**config.mk**
```make
export PLATFORM = sky130hd
export DESIGN_NAME = flux_sequencer
export DESIGN_NICKNAME = d
export VERILOG_FILES = /design/src/rtl/flux_pkg.sv /design/src/rtl/flux_pulse_stretcher.sv /design/src/rtl/flux_sequencer.sv
export SDC_FILE = /design/constraint.sdc
export NUM_CORES = 1
export LEC_CHECK = 0
export CORE_MARGIN = 2
export CORE_UTILIZATION = 55
export CTS_CLUSTER_DIAMETER = 60
export DETAILED_ROUTE_END_ITERATION = 6
export GPL_TIMING_DRIVEN = 0
export PLACE_DENSITY_LB_ADDON = 0.08
export SLEW_MARGIN = 0
export SYNTH_ARGS = -nofsm -noshare
export SYNTH_HDL_FRONTEND = slang
export SYNTH_SLANG_ARGS = --single-unit
```
**constraint.sdc**
```tcl
create_clock -name clock -period 6.4 [get_ports clock]
set_input_delay 1.92 -clock clock [delete_from_list [all_inputs] [get_ports clock]]
set_output_delay 1.92 -clock clock [all_outputs]
set_load 0.02 [all_outputs]
```
**src/rtl/flux_pkg.sv**
```systemverilog
// Shared definitions for the flux sampler and sequencer: opcode fields and FSM states.
package flux_pkg;

    localparam int         F_BIT_PULSE     = 7;
    localparam logic [6:0] F_INTERVAL_MASK = 7'h7F;

    typedef enum logic [1:0] {
        ST_IDLE  = 2'b00,
        ST_FETCH = 2'b01,
        ST_WAIT  = 2'b10
    } flux_state_t;

    // An interval of zero terminates the stream regardless of the pulse bit.
    function automatic logic is_stop(input logic [7:0] op);
        return ((op[6:0] & F_INTERVAL_MASK) == 7'd0);
    endfunction

endpackage

```
**src/rtl/flux_pulse_stretcher.sv**
```systemverilog
// Stretches a one-cycle fire strobe into a registered PULSE_WIDTH-clock wdata pulse.
module flux_pulse_stretcher #(
    parameter int PULSE_WIDTH = 3
) (
    input  logic clock,
    input  logic reset,
    input  logic fire,
    output logic wdata
);

    localparam int            CW = $clog2(PULSE_WIDTH + 1);
    localparam logic [CW-1:0] PW = CW'(PULSE_WIDTH);

    logic [CW-1:0] cnt_r;

    // Down-counter; wdata stays high while the previous count exceeded one.
    always_ff @(posedge clock or negedge reset) begin
        if (!reset) begin
            cnt_r <= {CW{1'b0}};
            wdata <= 1'b0;
        end else if (fire) begin
            cnt_r <= PW;
            wdata <= 1'b1;
        end else if (cnt_r != {CW{1'b0}}) begin
            cnt_r <= cnt_r - CW'(1);
            wdata <= (cnt_r > CW'(1));
        end else begin
            cnt_r <= cnt_r;
            wdata <= 1'b0;
        end
    end

endmodule

```
**src/rtl/flux_sequencer.sv**
```systemverilog
// Write-side flux sequencer: turns interval/pulse opcodes into timed wdata pulses under wgate.
module flux_sequencer
    import flux_pkg::*;
#(
    parameter int TICK_DIV    = 6,
    parameter int PULSE_WIDTH = 3
) (
    input  logic       clock,
    input  logic       reset,
    input  logic       start,
    input  logic       stop_on_index,
    input  logic       index,
    input  logic [7:0] opcode,
    input  logic       opcode_valid,
    output logic       opcode_ack,
    output logic       wdata,
    output logic       wgate,
    output logic       busy,
    output logic       done,
    output logic       underrun
);

    localparam int             PSW        = (TICK_DIV > 1) ? $clog2(TICK_DIV) : 1;
    localparam logic [PSW-1:0] PRESC_LAST = PSW'(TICK_DIV - 1);

    flux_state_t    state_r, state_s;
    logic [PSW-1:0] presc_r;
    logic [6:0]     cnt_r;
    logic           pulse_r;
    logic           idx_meta_r, idx_sync_r, idx_prev_r;
    logic           stop_flag_r;
    logic           tick_s, rise_s;
    logic           ack_s, load_s, done_s, underrun_set_s, fire_s;

    assign tick_s     = (presc_r == PRESC_LAST);
    assign rise_s     = idx_sync_r & ~idx_prev_r;
    // Ack must coincide with consumption, so it is decoded straight from FETCH.
    assign opcode_ack = ack_s;

    // State register.
    always_ff @(posedge clock or negedge reset) begin
        if (!reset) state_r <= ST_IDLE;
        else        state_r <= state_s;
    end

    // Next-state and per-cycle strobes.
    always_comb begin
        state_s        = state_r;
        ack_s          = 1'b0;
        load_s         = 1'b0;
        done_s         = 1'b0;
        underrun_set_s = 1'b0;
        fire_s         = 1'b0;
        case (state_r)
            ST_IDLE: begin
                if (start) state_s = ST_FETCH;
                else       state_s = ST_IDLE;
            end
            ST_FETCH: begin
                if (stop_flag_r) begin
                    done_s  = 1'b1;
                    state_s = ST_IDLE;
                end else if (!opcode_valid) begin
                    underrun_set_s = 1'b1;
                    state_s        = ST_IDLE;
                end else begin
                    ack_s = 1'b1;
                    if (is_stop(opcode)) begin
                        done_s  = 1'b1;
                        state_s = ST_IDLE;
                    end else begin
                        load_s  = 1'b1;
                        state_s = ST_WAIT;
                    end
                end
            end
            ST_WAIT: begin
                if (tick_s && (cnt_r == 7'd1)) begin
                    fire_s  = pulse_r;
                    state_s = ST_FETCH;
                end else begin
                    state_s = ST_WAIT;
                end
            end
            default: state_s = ST_IDLE;
        endcase
    end

    // Tick prescaler, held at zero while idle so a write starts phase-aligned.
    always_ff @(posedge clock or negedge reset) begin
        if (!reset)                presc_r <= {PSW{1'b0}};
        else if (state_r == ST_IDLE) presc_r <= {PSW{1'b0}};
        else if (tick_s)           presc_r <= {PSW{1'b0}};
        else                       presc_r <= presc_r + PSW'(1);
    end

    // Interval counter and latched pulse bit.
    always_ff @(posedge clock or negedge reset) begin
        if (!reset) begin
            cnt_r   <= 7'd0;
            pulse_r <= 1'b0;
        end else if (load_s) begin
            cnt_r   <= opcode[6:0] & F_INTERVAL_MASK;
            pulse_r <= opcode[F_BIT_PULSE];
        end else if ((state_r == ST_WAIT) && tick_s && (cnt_r != 7'd0)) begin
            cnt_r   <= cnt_r - 7'd1;
            pulse_r <= pulse_r;
        end else begin
            cnt_r   <= cnt_r;
            pulse_r <= pulse_r;
        end
    end

    // Index synchronizer, edge detector and stop flag (consumed at the next FETCH).
    always_ff @(posedge clock or negedge reset) begin
        if (!reset) begin
            idx_meta_r  <= 1'b0;
            idx_sync_r  <= 1'b0;
            idx_prev_r  <= 1'b0;
            stop_flag_r <= 1'b0;
        end else begin
            idx_meta_r <= index;
            idx_sync_r <= idx_meta_r;
            idx_prev_r <= idx_sync_r;
            if (state_r == ST_IDLE)        stop_flag_r <= 1'b0;
            else if (stop_on_index && rise_s) stop_flag_r <= 1'b1;
            else                           stop_flag_r <= stop_flag_r;
        end
    end

    // Registered status outputs.
    always_ff @(posedge clock or negedge reset) begin
        if (!reset) begin
            busy     <= 1'b0;
            wgate    <= 1'b0;
            done     <= 1'b0;
            underrun <= 1'b0;
        end else begin
            busy  <= (state_s != ST_IDLE);
            wgate <= (state_s != ST_IDLE);
            done  <= done_s;
            if ((state_r == ST_IDLE) && start) underrun <= 1'b0;
            else if (underrun_set_s)           underrun <= 1'b1;
            else                               underrun <= underrun;
        end
    end

    flux_pulse_stretcher #(
        .PULSE_WIDTH (PULSE_WIDTH)
    ) u_stretcher (
        .clock (clock),
        .reset (reset),
        .fire  (fire_s),
        .wdata (wdata)
    );

endmodule

```
==> qor.yml <==
sta:
  rsz0062_at_grt: "false"
  skew_ns: 0.005165
  finalSetupViolations: 0
  fin_crit_sh_pct: 83.05
  max_freq_mhz: 188.1
  relSlewSlack_pct: 33.05
  worstMarginPinSlew_ns: 1.001
  tns_ns: 0
  maxSlewViolCount: 0
  min_period_ns: 5.315
  fin_ws_ns: 1.085
  hold_violations: 0
die:
  die-area_um2: 2482
  io_pins: 20
  core_region_area_um2: 1962
  die_h_um: 49.82
  chipWidth_um: 49.82
  floorplan.initialDensity_pct: 58.86
  rows: 16
route:
  avgRoutedWirePerCell_um: 14.03
  firstDrtPassIters: 4
  drt_iter0_drc: 16
  viasPerCell: 5.589
  vias: 883
  finalWirelength_um: 2217
  drc: 0
  antenna_left: 0
placed_design:
  place_inst: 154
  gp_congestion: 0.8612
  dp_slack_ns: 1.093
  hpwl_um: 1653
  port_buffers: 19
global_routing:
  use_met2_pct: 34.44
  grt_pass1_vias: 885
  use_met1_pct: 25.20
  grt_first_pass_wirelength_um: 3829
  overflow: 0
  grt_max_degree: 24
  antenna_found_initial: 0
  grt-busiest-layer: "met2"
  met3_usage_pct: 3.636
  grt_use_total_pct: 20.29
flow_run:
  drv_cap: 0
clock_network:
  cts-root-buf: "clkbuf_4"
  postCtsSetupBuffers: 0
  clk_path_buf_depth: 2
  numCtsBuffers: 3
  cts_resized: 0
  worstSkewPairLatency_ns: 0.31
  cts_tree: "done"
  clock-sinks: 23
  ctsHoldBuffers: 0
  cts.htree.levels: 1
  clk_pin_slew_worst_paths_ns: 0.13
hold_path:
  min_to: "idx_sync_r"
  worstHoldPathType: "flop to flop"
  min_path_cells: 0
  worstHoldStart: "idx_meta_r"
critical_path:
  start_kind: "input port"
  path_max_fanout: 4
  rrSetupSlack_ns: 4.00
  crit_required_ns: 4.48
  slowest_stage: "clkdlybuf4s50_1"
  cp_common_cell: "clkdlybuf4s50_1"
  worstSetupPathType: "input port to output pin"
  crit_arrival_ns: 3.40
  slowest_delay_ns: 0.63
  r2r-end: "cnt_r[2]"
  ff2ff_path_depth: 6
  cp-end-kind: "output pin"
  r2r_start: "cnt_r[0]"
  crit_chain: "clkdlybuf4s50_1 > and4bb_2 > clkdlybuf4s50_1"
run_status:
  status: "complete, no violations"
logic_synthesis:
  synth_warnings: 0
  synth.distinct_cells: 34
  syn-num-nets: 126
  ys_seq_elements: 23
  yosysTopAreaCell: "dfrtp_1"
  synth_top_area_share_pct: 49.84
  ys_seq_area_share_pct: 49.84
  avgSynthCellArea_um2: 10.69
  synth_enable_flop_cells: 0
  synth_area_um2: 1155
  synthCells: 108
  dominantRegCellSynth: "dfrtp_1"
  async_flop_share_pct: 100.0
  synth_area_leaders: "dfrtp_1 50%, ha_1 4.3%, mux2_2 3.9%"
finish:
  syn2layout_area_growth_pct: 21.78
  nets: 150
  layoutNonFillerInstCount: 158
  layout-drive-gt1-share_pct: 10.69
  diodes: 0
  fillers: 161
power:
  switching_share_pct: 38.52
  p_leak_uw: 0.0006112
  p_clk_share_pct: 12.7
  combinationalPowerShare_pct: 41.7
  ir_worst_vdd_mv: 0.2722
  power.internal_uw: 329.2
  pwr-share-seq_pct: 45.6
  switchingPower_uw: 206.2
  p_per_area_nw_per_um2: 380.7
## state kept, by name (all words and copies together), names as in the netlist
name / count
stop_flag_r: 1
state_r: 2
idx_sync_r: 1
done: 1
pulse_r: 1
busy: 1
underrun: 1
u_stretcher.cnt_r: 2
presc_r: 3
idx_prev_r: 1
u_stretcher.wdata: 1
cnt_r: 7
idx_meta_r: 1
## through the flow
stage	total power [uW]	hold WS, ns	instance area (um2)	util (%)
after floorplan	394.8	0.3312	1155	-
after global placement	457.9	0.3454	1379	70.28
after detailed placement	471.6	0.3357	1379	70.28
after CTS	539.5	0.3802	1406	71.68
after global routing	576.2	0.3811	1406	71.68
final	535.4	0.3808	1406	71.68
## layout by cell type (no fill, tap or decap), types with 3 or more instances in the layout
cell	count
a21oi_1	4
nand3_1	4
clkdlybuf4s50_1	19
nand2_1	9
mux2_2	4
nor2_1	10
clkbuf_4	3
ha_1	4
inv_1	10
nor3_1	8
dfrtp_1	23
## cells by family after synthesis
kind of cell	after synthesis	share of synthesized area (%)
compound gates	22	18.20
xor+xnor	1	0.7585
fa+ha+maj	4	4.334
buf+inv	13	4.551
flops	23	49.84
mux	5	4.767
simple gates	40	17.55
## synth_stat cells (2+ instances only)
cell type	n
a211oi_1	2
a21oi_1	4
a32oi_1	2
clkbuf_1	2
dfrtp_1	23
ha_1	4
inv_1	10
mux2_2	4
nand2_1	9
nand3_1	4
nor2_1	10
nor3_1	8
nor3b_1	2
o21ai_0	2
o21ai_1	2
o221a_1	2
## final cells by class
class                   instances  area (um2)  share of cell area, %
clock buffers                   3       22.52                  1.601
flip-flops and latches         23       575.6                  40.93
clock inverters                 1       5.005                 0.3559
multi-input cells              72       526.8                  37.46
plain buffers                   3       15.01                  1.068
inverters                      10       37.54                  2.669
repair buffers                 19       190.2                  13.52
well taps                      27       33.78                  2.402
## worst max-delay path by stage
stage                      end         start  depth (start not counted)
floorplan           opcode_ack  opcode_valid                          1
global placement    opcode_ack  opcode_valid                          3
detailed placement  opcode_ack  opcode_valid                          3
CTS                 opcode_ack  opcode_valid                          3
global route        opcode_ack  opcode_valid                          3
finish              opcode_ack  opcode_valid                          3
## routing by layer
metal	routed length, um	vias to the layer above
met5	0	-
met4	51	0
met3	98	6
met2	1064	19
met1	1003	424
li1	-	434
## power by group through the flow
stage / clock network (uW) / registers, uW / logic [uW]
finish: 67.7 / 244 / 223
global placement: 0 / 242 / 216
CTS: 69.8 / 243 / 227
global route: 74.9 / 252 / 249
detailed placement: 0 / 247 / 225
floorplan: 0 / 246 / 149
## worst max-delay path, delay by kind of cell
family,cells,cell delay (ns)
simple gates,1,0.33
buf+inv,2,1.14
No activity file was read; power rests on OpenSTA's default activity.
